`src/rtl/deser_arbiter_if.sv`:
```
// Output byte handshake between the arbiter and its consumer.
// The master side holds byte_out/byte_src/byte_valid until byte_accept.
interface deser_arbiter_if;
    logic [7:0] byte_out;
    logic       byte_src;
    logic       byte_valid;
    logic       byte_accept;

    modport master (
        output byte_out,
        output byte_src,
        output byte_valid,
        input  byte_accept
    );

    modport slave (
        input  byte_out,
        input  byte_src,
        input  byte_valid,
        output byte_accept
    );
endinterface

```
`src/rtl/deser_arbiter.sv`:
```
// Round-robin arbiter sharing one serial deserializer between two sources.
// One byte is granted, collected, acked and delivered before the next grant.
module deser_arbiter (
    input  logic       clock_100KHZ,
    input  logic       reset,
    input  logic       req_a,
    input  logic       req_b,
    input  logic       data_a,
    input  logic       data_b,
    input  logic       write_a,
    input  logic       write_b,
    output logic       grant_a,
    output logic       grant_b,
    output logic       des_data_in,
    output logic       des_write_in,
    input  logic       des_status,
    input  logic       des_ready,
    input  logic [7:0] des_data,
    output logic       des_ack,
    deser_arbiter_if.master byte_if,
    output logic       drop_a,
    output logic       drop_b,
    output logic [1:0] arb_state
);

    typedef enum logic [1:0] {
        IDLE    = 2'b00,
        GRANT   = 2'b01,
        ACK     = 2'b10,
        DELIVER = 2'b11
    } state_t;

    state_t     state;
    state_t     state_nx;
    logic       last_src;
    logic       gsrc;
    logic       pick;
    logic       load_grant;
    logic       load_byte;
    logic [3:0] bit_cnt;
    logic [7:0] byte_q;
    logic       src_q;
    logic       valid_q;

    always_comb begin
        state_nx     = state;
        load_grant   = 1'b0;
        load_byte    = 1'b0;
        grant_a      = 1'b0;
        grant_b      = 1'b0;
        des_data_in  = 1'b0;
        des_write_in = 1'b0;
        des_ack      = 1'b0;
        // Contention goes to whichever source did not win last time.
        pick = ~last_src;
        if (req_a && !req_b) begin
            pick = 1'b0;
        end else if (req_b && !req_a) begin
            pick = 1'b1;
        end
        unique case (state)
            IDLE: begin
                if ((req_a || req_b) && !valid_q) begin
                    state_nx   = GRANT;
                    load_grant = 1'b1;
                end
            end
            GRANT: begin
                grant_a      = ~gsrc;
                grant_b      = gsrc;
                des_data_in  = gsrc ? data_b : data_a;
                des_write_in = (gsrc ? write_b : write_a)
                             & des_status;
                if (des_ready) begin
                    load_byte = 1'b1;
                    state_nx  = ACK;
                end
            end
            ACK: begin
                des_ack  = 1'b1;
                state_nx = DELIVER;
            end
            DELIVER: begin
                if (byte_if.byte_accept) begin
                    state_nx = IDLE;
                end
            end
            default: state_nx = IDLE;
        endcase
        // Keep combinational outputs quiet while reset is held.
        if (!reset) begin
            grant_a      = 1'b0;
            grant_b      = 1'b0;
            des_data_in  = 1'b0;
            des_write_in = 1'b0;
            des_ack      = 1'b0;
        end
    end

    always_ff @(posedge clock_100KHZ) begin
        if (!reset) begin
            state    <= IDLE;
            last_src <= 1'b1;
            gsrc     <= 1'b0;
            bit_cnt  <= 4'd0;
            byte_q   <= 8'd0;
            src_q    <= 1'b0;
            valid_q  <= 1'b0;
            drop_a   <= 1'b0;
            drop_b   <= 1'b0;
        end else begin
            state  <= state_nx;
            drop_a <= write_a & ~grant_a;
            drop_b <= write_b & ~grant_b;
            if (load_grant) begin
                last_src <= pick;
                gsrc     <= pick;
                bit_cnt  <= 4'd0;
            end else if (des_write_in) begin
                bit_cnt <= bit_cnt + 4'd1;
            end
            if (load_byte) begin
                byte_q <= des_data;
                src_q  <= gsrc;
            end
            if (state == ACK) begin
                valid_q <= 1'b1;
            end else if (state == DELIVER && byte_if.byte_accept) begin
                valid_q <= 1'b0;
            end
        end
    end

    assign arb_state          = state;
    assign byte_if.byte_out   = byte_q;
    assign byte_if.byte_src   = src_q;
    assign byte_if.byte_valid = valid_q;

endmodule

```
`src/flat_wrapper.sv`:
```
// flat-port wrapper written by rule: the top's interface ports become plain ports
module deser_arbiter_flat 
  (clock_100KHZ, reset, req_a, req_b, data_a, data_b, write_a, write_b, grant_a, grant_b, des_data_in, des_write_in, des_status, des_ready, des_data, des_ack, drop_a, drop_b, arb_state, byte_if_byte_out, byte_if_byte_src, byte_if_byte_valid, byte_if_byte_accept);
  deser_arbiter_if byte_if_i ();
  input  logic clock_100KHZ;
  input  logic reset;
  input  logic req_a;
  input  logic req_b;
  input  logic data_a;
  input  logic data_b;
  input  logic write_a;
  input  logic write_b;
  output logic grant_a;
  output logic grant_b;
  output logic des_data_in;
  output logic des_write_in;
  input  logic des_status;
  input  logic des_ready;
  input  logic [7:0] des_data;
  output logic des_ack;
  output logic drop_a;
  output logic drop_b;
  output logic [1:0] arb_state;
  output wire logic [$bits(byte_if_i.byte_out)-1:0] byte_if_byte_out;
  output wire logic [$bits(byte_if_i.byte_src)-1:0] byte_if_byte_src;
  output wire logic [$bits(byte_if_i.byte_valid)-1:0] byte_if_byte_valid;
  input wire logic [$bits(byte_if_i.byte_accept)-1:0] byte_if_byte_accept;
  assign byte_if_byte_out = byte_if_i.byte_out;
  assign byte_if_byte_src = byte_if_i.byte_src;
  assign byte_if_byte_valid = byte_if_i.byte_valid;
  assign byte_if_i.byte_accept = byte_if_byte_accept;
  deser_arbiter u_core (.clock_100KHZ(clock_100KHZ), .reset(reset), .req_a(req_a), .req_b(req_b), .data_a(data_a), .data_b(data_b), .write_a(write_a), .write_b(write_b), .grant_a(grant_a), .grant_b(grant_b), .des_data_in(des_data_in), .des_write_in(des_write_in), .des_status(des_status), .des_ready(des_ready), .des_data(des_data), .des_ack(des_ack), .byte_if(byte_if_i), .drop_a(drop_a), .drop_b(drop_b), .arb_state(arb_state));
endmodule
```
`config.mk`:
```
export PLATFORM = sky130hd
export DESIGN_NAME = deser_arbiter_flat
export DESIGN_NICKNAME = d
export VERILOG_FILES = /design/src/rtl/deser_arbiter_if.sv /design/src/rtl/deser_arbiter.sv /design/src/flat_wrapper.sv
export SDC_FILE = /design/constraint.sdc
export NUM_CORES = 1
export LEC_CHECK = 0
export ABC_AREA = 1
export CORE_MARGIN = 3
export CORE_UTILIZATION = 25
export CTS_CLUSTER_SIZE = 28
export DETAILED_ROUTE_END_ITERATION = 10
export GPL_TIMING_DRIVEN = 0
export PLACE_DENSITY = 0.65
export SLEW_MARGIN = 20
export SYNTH_ARGS = -nofsm -noshare
export SYNTH_HDL_FRONTEND = slang
export SYNTH_SLANG_ARGS = --single-unit
export TNS_END_PERCENT = 10
```
`constraint.sdc`:
```
create_clock -name clock_100KHZ -period 1.1 [get_ports clock_100KHZ]
set_input_delay 0.33 -clock clock_100KHZ [delete_from_list [all_inputs] [get_ports clock_100KHZ]]
set_output_delay 0.33 -clock clock_100KHZ [all_outputs]
set_load 0.05 [all_outputs]
```
==> impl_results.md, run 1 <==
- Synth top area cells: dfxtp_1 (41%), nor2_1 (11%), nand2_1 (9.1%)
- Cts bufs inserted: 3
- Post-synthesis simple-gate area fraction: 29.67%
- Compound-Gate Fraction of Synth Area: 10.69%
- Initial cell density of the core: 27.27%
- Clk buf depth: 2
- Reg-to-Reg Start: u_core.arb_state[1]$_SDFFE_PN0P_
- Critical path, cell by cell: inv_4 -> ha_4 -> nand3_4 -> a211oi_4 -> buf_6
- Die ar.: 3846 um^2
- Area of the core: 2877 um^2
- Placer's final routability congestion estimate: 0.7770
- Antenna-violating nets left: 0
- Post-synth EDFFs: 0
- PnR worst setup slack: -0.5270 ns
- Layout cell share with drive strength beyond 1: 45.45%
- Area Growth Syn to Fin: 88.20%
- Post-DP HPWL: 1.639 mm
- Syn Nets: 133
- Tcrit/Tclk final: 147.9%
- Failing checks: setup timing
- Critical Setup Path Class: reg -> out
- Final Power: 0.003227 W
- Critical Path AT: 1.30 ns
- WHS Path Cells: 3
- Worst skew pair latency: 0.29 ns
- Die Y-Extent: 62.02 um
- CTS tree: done
- Row Count: 19
- Worst Hold Launch: reset
- Root Buffer: clkbuf_4
- Top post-synthesis cells by count: nor2_1 (23), nand2_1 (19), dfxtp_1 (16), inv_1 (14), o21ai_0 (9)
- Drt initial violations: 20
- Hold EP: u_core.byte_if.byte_out[4]$_SDFFE_PN0P_
- CTS sink count: 16
- Hold Fails Final Rpt: 0
- Xor/xnor cell area share of the yosys netlist: 0%
- CP max-delay cell: dfxtp_4
- Asr flop ratio synth: 0%
- GRT Residual Overflow: 0
- Combinational family with the most area after synthesis: simple AND/OR/NAND/NOR gates
- Clock Pin Slew Worst Setup and Hold Paths: 0.10 ns
- Max VDD drop: 1.425 mV
- Max Clk Rate: 0.6146 GHz
- Setup slack, reg-to-reg: -0.09 ns
- Slew Viols, Final: 0
- Layout Utilization: 51.33%
- Leak: 0.6592 nW
- H-tree Lvls: 1
- Hold-fix buffers at CTS: 0
- Max_cap viols: 0
- Critical R2R Capture: u_core.arb_state[1]$_SDFFE_PN0P_
- WP data required: 0.77 ns
- Sequential share of the synthesized area: 40.83%
- Worst Skew: 0.004323 ns
- Total track usage: 13.07%
- Mapped Area: 784.5 um^2
- Worst-margin pin slew: 0.2640 ns
- Synth warnings: 0
- Endpoints failing setup: 28
- WHS: 0.3505 ns
- Outcome: finished with violations
- Drt first pass iters: 4
- # diodes: 0
- Avg Inst Size Synth: 7.197 um^2
- Synth cell types: 20
- Nets: 179
- Avg WL per Cell: 10.94 um
- Register-to-Register Path Depth: 9
- Io pins: 38
- Worst Setup Start Kind: register
- Worst Path Max Fanout: 3
- Vias in the first global route: 862
- First-pass GRT wire length: 3.636 mm
- Vias: 821
- Most used flip-flop cell after synthesis: dfxtp_1
- Adder-cell share of the synthesized area: 7.974%
- Flops & latches, synth: 16
- Slew headroom: 82.35%
- IO Port Bufs: 36
- Die X: 62.02 um
- Initial antenna violation count: 0
- Leading area contributor after synthesis: dfxtp_1
- RSZ-0062 raised after global routing: true
- Syn Inst Count: 109
- Final min period: 1.627 ns
- Setup crit end kind: output pin
- Largest net degree at the start of global routing: 11
- DRC Markers: 0
- Power Density: 2186 nW/um^2
- Post-synth top area share: 40.83%
- Wirelength, routed: 2.144 mm
- Drt via density: 4.189
- Post-synthesis mux area share: 0%
- CP max stage delay: 0.36 ns
- Worst hold path type: in -> reg
- Most frequent cell after synthesis: nor2_1
[where the power goes]
group,internal (W),total (W),switching (W)
registers,0.000769,0.000929,0.000160
logic,0.000789,0.00190,0.00111
clock network,0.000202,0.000400,0.000198
total,0.00176,0.00323,0.00147
[cell type report]
class,instances,area (um^2)
fillers,280,1400
multi-input cells,74,491.7
repair buffers,41,459.2
flip-flops and latches,16,346.6
inverters,17,75.07
well taps,42,52.55
clock buffers,4,36.28
plain buffers,2,15.01
[stage by stage]
step	TNS (ns)	worst slack, ns	area [um^2]	std cells
after global placement	-12.59	-1.159	1254	187
after global routing	-5.278	-0.5990	1476	196
after floorplan	-2.759	-0.4685	840.8	109
final	-3.386	-0.5270	1476	196
after detailed placement	-12.96	-1.179	1254	187
after CTS	-8.588	-0.5489	1326	195
[flip-flops by register name, summed over array words and instances, names as in the netlist]
register / cells
u_core.byte_if.byte_valid: 1
u_core.byte_if.byte_out: 8
u_core.drop_a: 1
u_core.byte_if.byte_src: 1
u_core.gsrc: 1
u_core.arb_state: 2
u_core.drop_b: 1
u_core.last_src: 1
[kinds of logic after synthesis]
kind of cell / count (synthesis)
simple gates: 54
buf+inv: 19
fa+ha+maj: 5
compound gates: 15
flops: 16
[how the worst max path moves through the flow]
stage,from,to,cells after the start
2_1_floorplan,u_core.arb_state[1]$_SDFFE_PN0P_,des_write_in,4
3_3_place_gp,des_status,des_write_in,4
3_5_place_dp,des_status,des_write_in,4
4_1_cts,u_core.arb_state[1]$_SDFFE_PN0P_,des_write_in,5
5_1_grt,u_core.arb_state[1]$_SDFFE_PN0P_,des_write_in,5
6_report,u_core.arb_state[1]$_SDFFE_PN0P_,des_write_in,5
[timing repair]
action	4_1_cts	5_1_grt
hold endpoints to repair	0	0
pin swaps	2	2
setup buffers	4	1
endpoints found under the setup margin	23	32
gates resized for setup	65	111
[critical path: cells and delay by family, from the launching register on]
family                     cells  cell delay [ns]
AOI/OAI and AO/OA              1             0.17
buffers and inverters          2             0.26
and+or+nand+nor                1             0.07
DFF                            1             0.36
adders and majority gates      1             0.15
[placed cells by master, fill, tap and decap left out, types with 3 or more instances in the layout]
master	instances
clkbuf_4	3
buf_8	10
o21ai_0	6
buf_4	7
nand3_1	4
dfxtp_2	12
nor2_2	3
nor2_1	19
nand2_2	5
ha_4	3
buf_6	9
o21ai_1	4
clkdlybuf4s50_1	17
inv_1	12
nand2_1	16
dfxtp_4	3
[layer usage]
layer / vias to the layer above / GRT usage [%] / wire, um
met4: 0 / 4.545 / 31
met5: - / 0 / 0
li1: 428 / - / -
met2: 24 / 24.70 / 1147
met3: 5 / 4.339 / 125
met1: 364 / 13.17 / 840
Power figures use the tool's default switching activity.
==> inputs of run 2 (changes only) <==
--- a/config.mk
+++ b/config.mk
@@ -10,9 +10,8 @@
 export CORE_UTILIZATION = 25
 export CTS_CLUSTER_SIZE = 28
 export DETAILED_ROUTE_END_ITERATION = 10
-export GPL_TIMING_DRIVEN = 0
+export GPL_TIMING_DRIVEN = 1
 export PLACE_DENSITY = 0.65
-export SLEW_MARGIN = 20
 export SYNTH_ARGS = -nofsm -noshare
 export SYNTH_HDL_FRONTEND = slang
 export SYNTH_SLANG_ARGS = --single-unit
==> impl_results.md, run 2 (same netlist as run 1, synthesis figures left out) <==
- Outcome: finished with violations (unchanged)
- Failing checks: setup timing (unchanged)
- Critical path, cell by cell: clkdlybuf4s50_1 -> nand3_4 -> a211oi_4 -> buf_12 (was inv_4 -> ha_4 -> nand3_4 -> a211oi_4 -> buf_6)
- Worst Skew: 0.004477 ns (was 0.004323 ns)
- Power Density: 2148 nW/um^2 (was 2186 nW/um^2)
- Vias: 889 (was 821)
- Clk buf depth: 2 (unchanged)
- Most frequent cells in the layout: nor2_1 (19), buf_12 (19), clkdlybuf4s50_1 (17) (was nor2_1 (19), clkdlybuf4s50_1 (17), nand2_1 (16))
- Max_cap viols: 0 (unchanged)
- Max FFs per register: 8 (unchanged)
- Hold Fails Final Rpt: 0 (unchanged)
- Antenna-violating nets left: 0 (unchanged)
- Die ar.: 3846 um^2 (unchanged)
- H-tree Lvls: 1 (unchanged)
- Layout Utilization: 60.03% (was 51.33%)
- Die Y-Extent: 62.02 um (unchanged)
- First-pass GRT wire length: 3.960 mm (was 3.636 mm)
- CP max stage delay: 0.52 ns (was 0.36 ns)
- Leak: 0.7590 nW (was 0.6592 nW)
- Area of the core: 2877 um^2 (unchanged)
- Setup crit end kind: output pin (unchanged)
- Worst Setup Start Kind: input pin (was register)
- Critical Setup Path Class: in -> out (was reg -> out)
- Drt via density: 4.295 (was 4.189)
- WHS: 0.5080 ns (was 0.3505 ns)
- Avg WL per Cell: 11.57 um (was 10.94 um)
- Wirelength, routed: 2.395 mm (was 2.144 mm)
- CP max-delay cell: clkdlybuf4s50_1 (was dfxtp_4)
- Post-DP HPWL: 1.899 mm (was 1.639 mm)
- Fillers: 261 (was 280)
- Slew Viols, Final: 0 (unchanged)
- Placer's final routability congestion estimate: 0.7793 (was 0.7770)
- PnR worst setup slack: -0.5700 ns (was -0.5270 ns)
- Worst Path Max Fanout: 1 (was 3)
- Total track usage: 14.41% (was 13.07%)
- Final min period: 1.670 ns (was 1.627 ns)
- Drt first pass iters: 4 (unchanged)
- Max VDD drop: 1.358 mV (was 1.425 mV)
- Layout cell share with drive strength beyond 1: 49.70% (was 45.45%)
- CTS tree: done (unchanged)
- Critical Path AT: 1.34 ns (was 1.30 ns)
- Nets: 190 (was 179)
- Area Growth Syn to Fin: 120.1% (was 88.20%)
- Max Clk Rate: 0.5988 GHz (was 0.6146 GHz)
- Worst hold path type: reg -> reg (was in -> reg)
- Drt initial violations: 19 (was 20)
- Vias in the first global route: 905 (was 862)
- Post-route cell area: 1727 um^2 (was 1476 um^2)
- IO Port Bufs: 37 (was 36)
- Final Power: 0.003709 W (was 0.003227 W)
- RSZ-0062 raised after global routing: true (unchanged)
- # diodes: 0 (unchanged)
- Initial antenna violation count: 0 (unchanged)
- Io pins: 38 (unchanged)
- Row Count: 19 (unchanged)
- WP data required: 0.77 ns (about the same)
- Endpoints failing setup: 31 (was 28)
- Slew headroom: 77.90% (was 82.35%)
- Largest net degree at the start of global routing: 11 (unchanged)
- Worst skew pair latency: 0.29 ns (about the same)
- Cts bufs inserted: 3 (unchanged)
- DRC Markers: 0 (unchanged)
- Cell area after placement: 1544 um^2 (was 1254 um^2)
- Tcrit/Tclk final: 151.8% (was 147.9%)
- CTS sink count: 16 (unchanged)
- Initial cell density of the core: 27.27% (unchanged)
- Die X: 62.02 um (unchanged)
- GRT Residual Overflow: 0 (unchanged)
- Worst-margin pin slew: 0.3315 ns (was 0.2640 ns)
- Clock Pin Slew Worst Setup and Hold Paths: 0.09 ns (was 0.10 ns)
- Root Buffer: clkbuf_4 (unchanged)
- Post-route setup TNS: -4.128 ns (was -3.386 ns)
==> run 2: area by class of cell <==
class | instances | area (um^2) | share of cell area, %
Clock buffer | 4 | 36.28 | 2.101
Inverter | 17 | 77.57 | 4.493
Multi-Input combinational cell | 74 | 519.2 | 30.07
Sequential cell | 16 | 346.6 | 20.07
Tap cell | 42 | 52.55 | 3.043
Timing Repair Buffer | 54 | 694.4 | 40.22
==> run 2: final timing paths <==
check | startpoint | end | slack (ns) | cells after the start
hold / removal | u_core.last_src$_SDFFE_PN1P_ | u_core.last_src$_SDFFE_PN1P_ | 0.51 | 2
hold reg to reg | u_core.last_src$_SDFFE_PN1P_ | u_core.last_src$_SDFFE_PN1P_ | 0.51 | 2
setup / recovery | des_status | des_write_in | -0.57 | 4
setup reg to reg | u_core.arb_state[1]$_SDFFE_PN0P_ | u_core.arb_state[1]$_SDFFE_PN0P_ | -0.24 | 10
==> run 2: repair_timing <==
action,in CTS,in global routing
resized for setup,34,10
hold buffers,0,0
setup buffers,3,0
endpoints found under the hold margin,0,0
endpoints found under the setup margin,35,34
pin swaps,4,1
==> run 2: layer usage <==
metal,share of wire [%],vias to the layer above,routed length (um),track usage [%]
li1,-,449,-,-
met2,57,24,1365,27.96
met3,5.9,2,141,4.545
met5,0,-,0,0
met1,37,414,876,14.63
met4,0.50,0,12,3.636
==> run 2: per-stage QoR <==
stage               std cells  setup slack (ns)
floorplan                 109           -0.4685
global placement          200           -0.6932
detailed placement        200           -0.7313
CTS                       207           -0.5895
global route              207           -0.6331
finish                    207           -0.5700
==> run 2: worst max-delay path: cells and delay by family <==
kind / cells / cell delay (ns)
and+or+nand+nor: 1 / 0.10
AOI/OAI and AO/OA: 1 / 0.21
buffers and inverters: 2 / 0.69
==> run 2: report_power, final <==
group	switching (W)	internal, W
combinational	0.00122	0.00115
clock	0.000188	0.000202
sequential	0.000175	0.000770
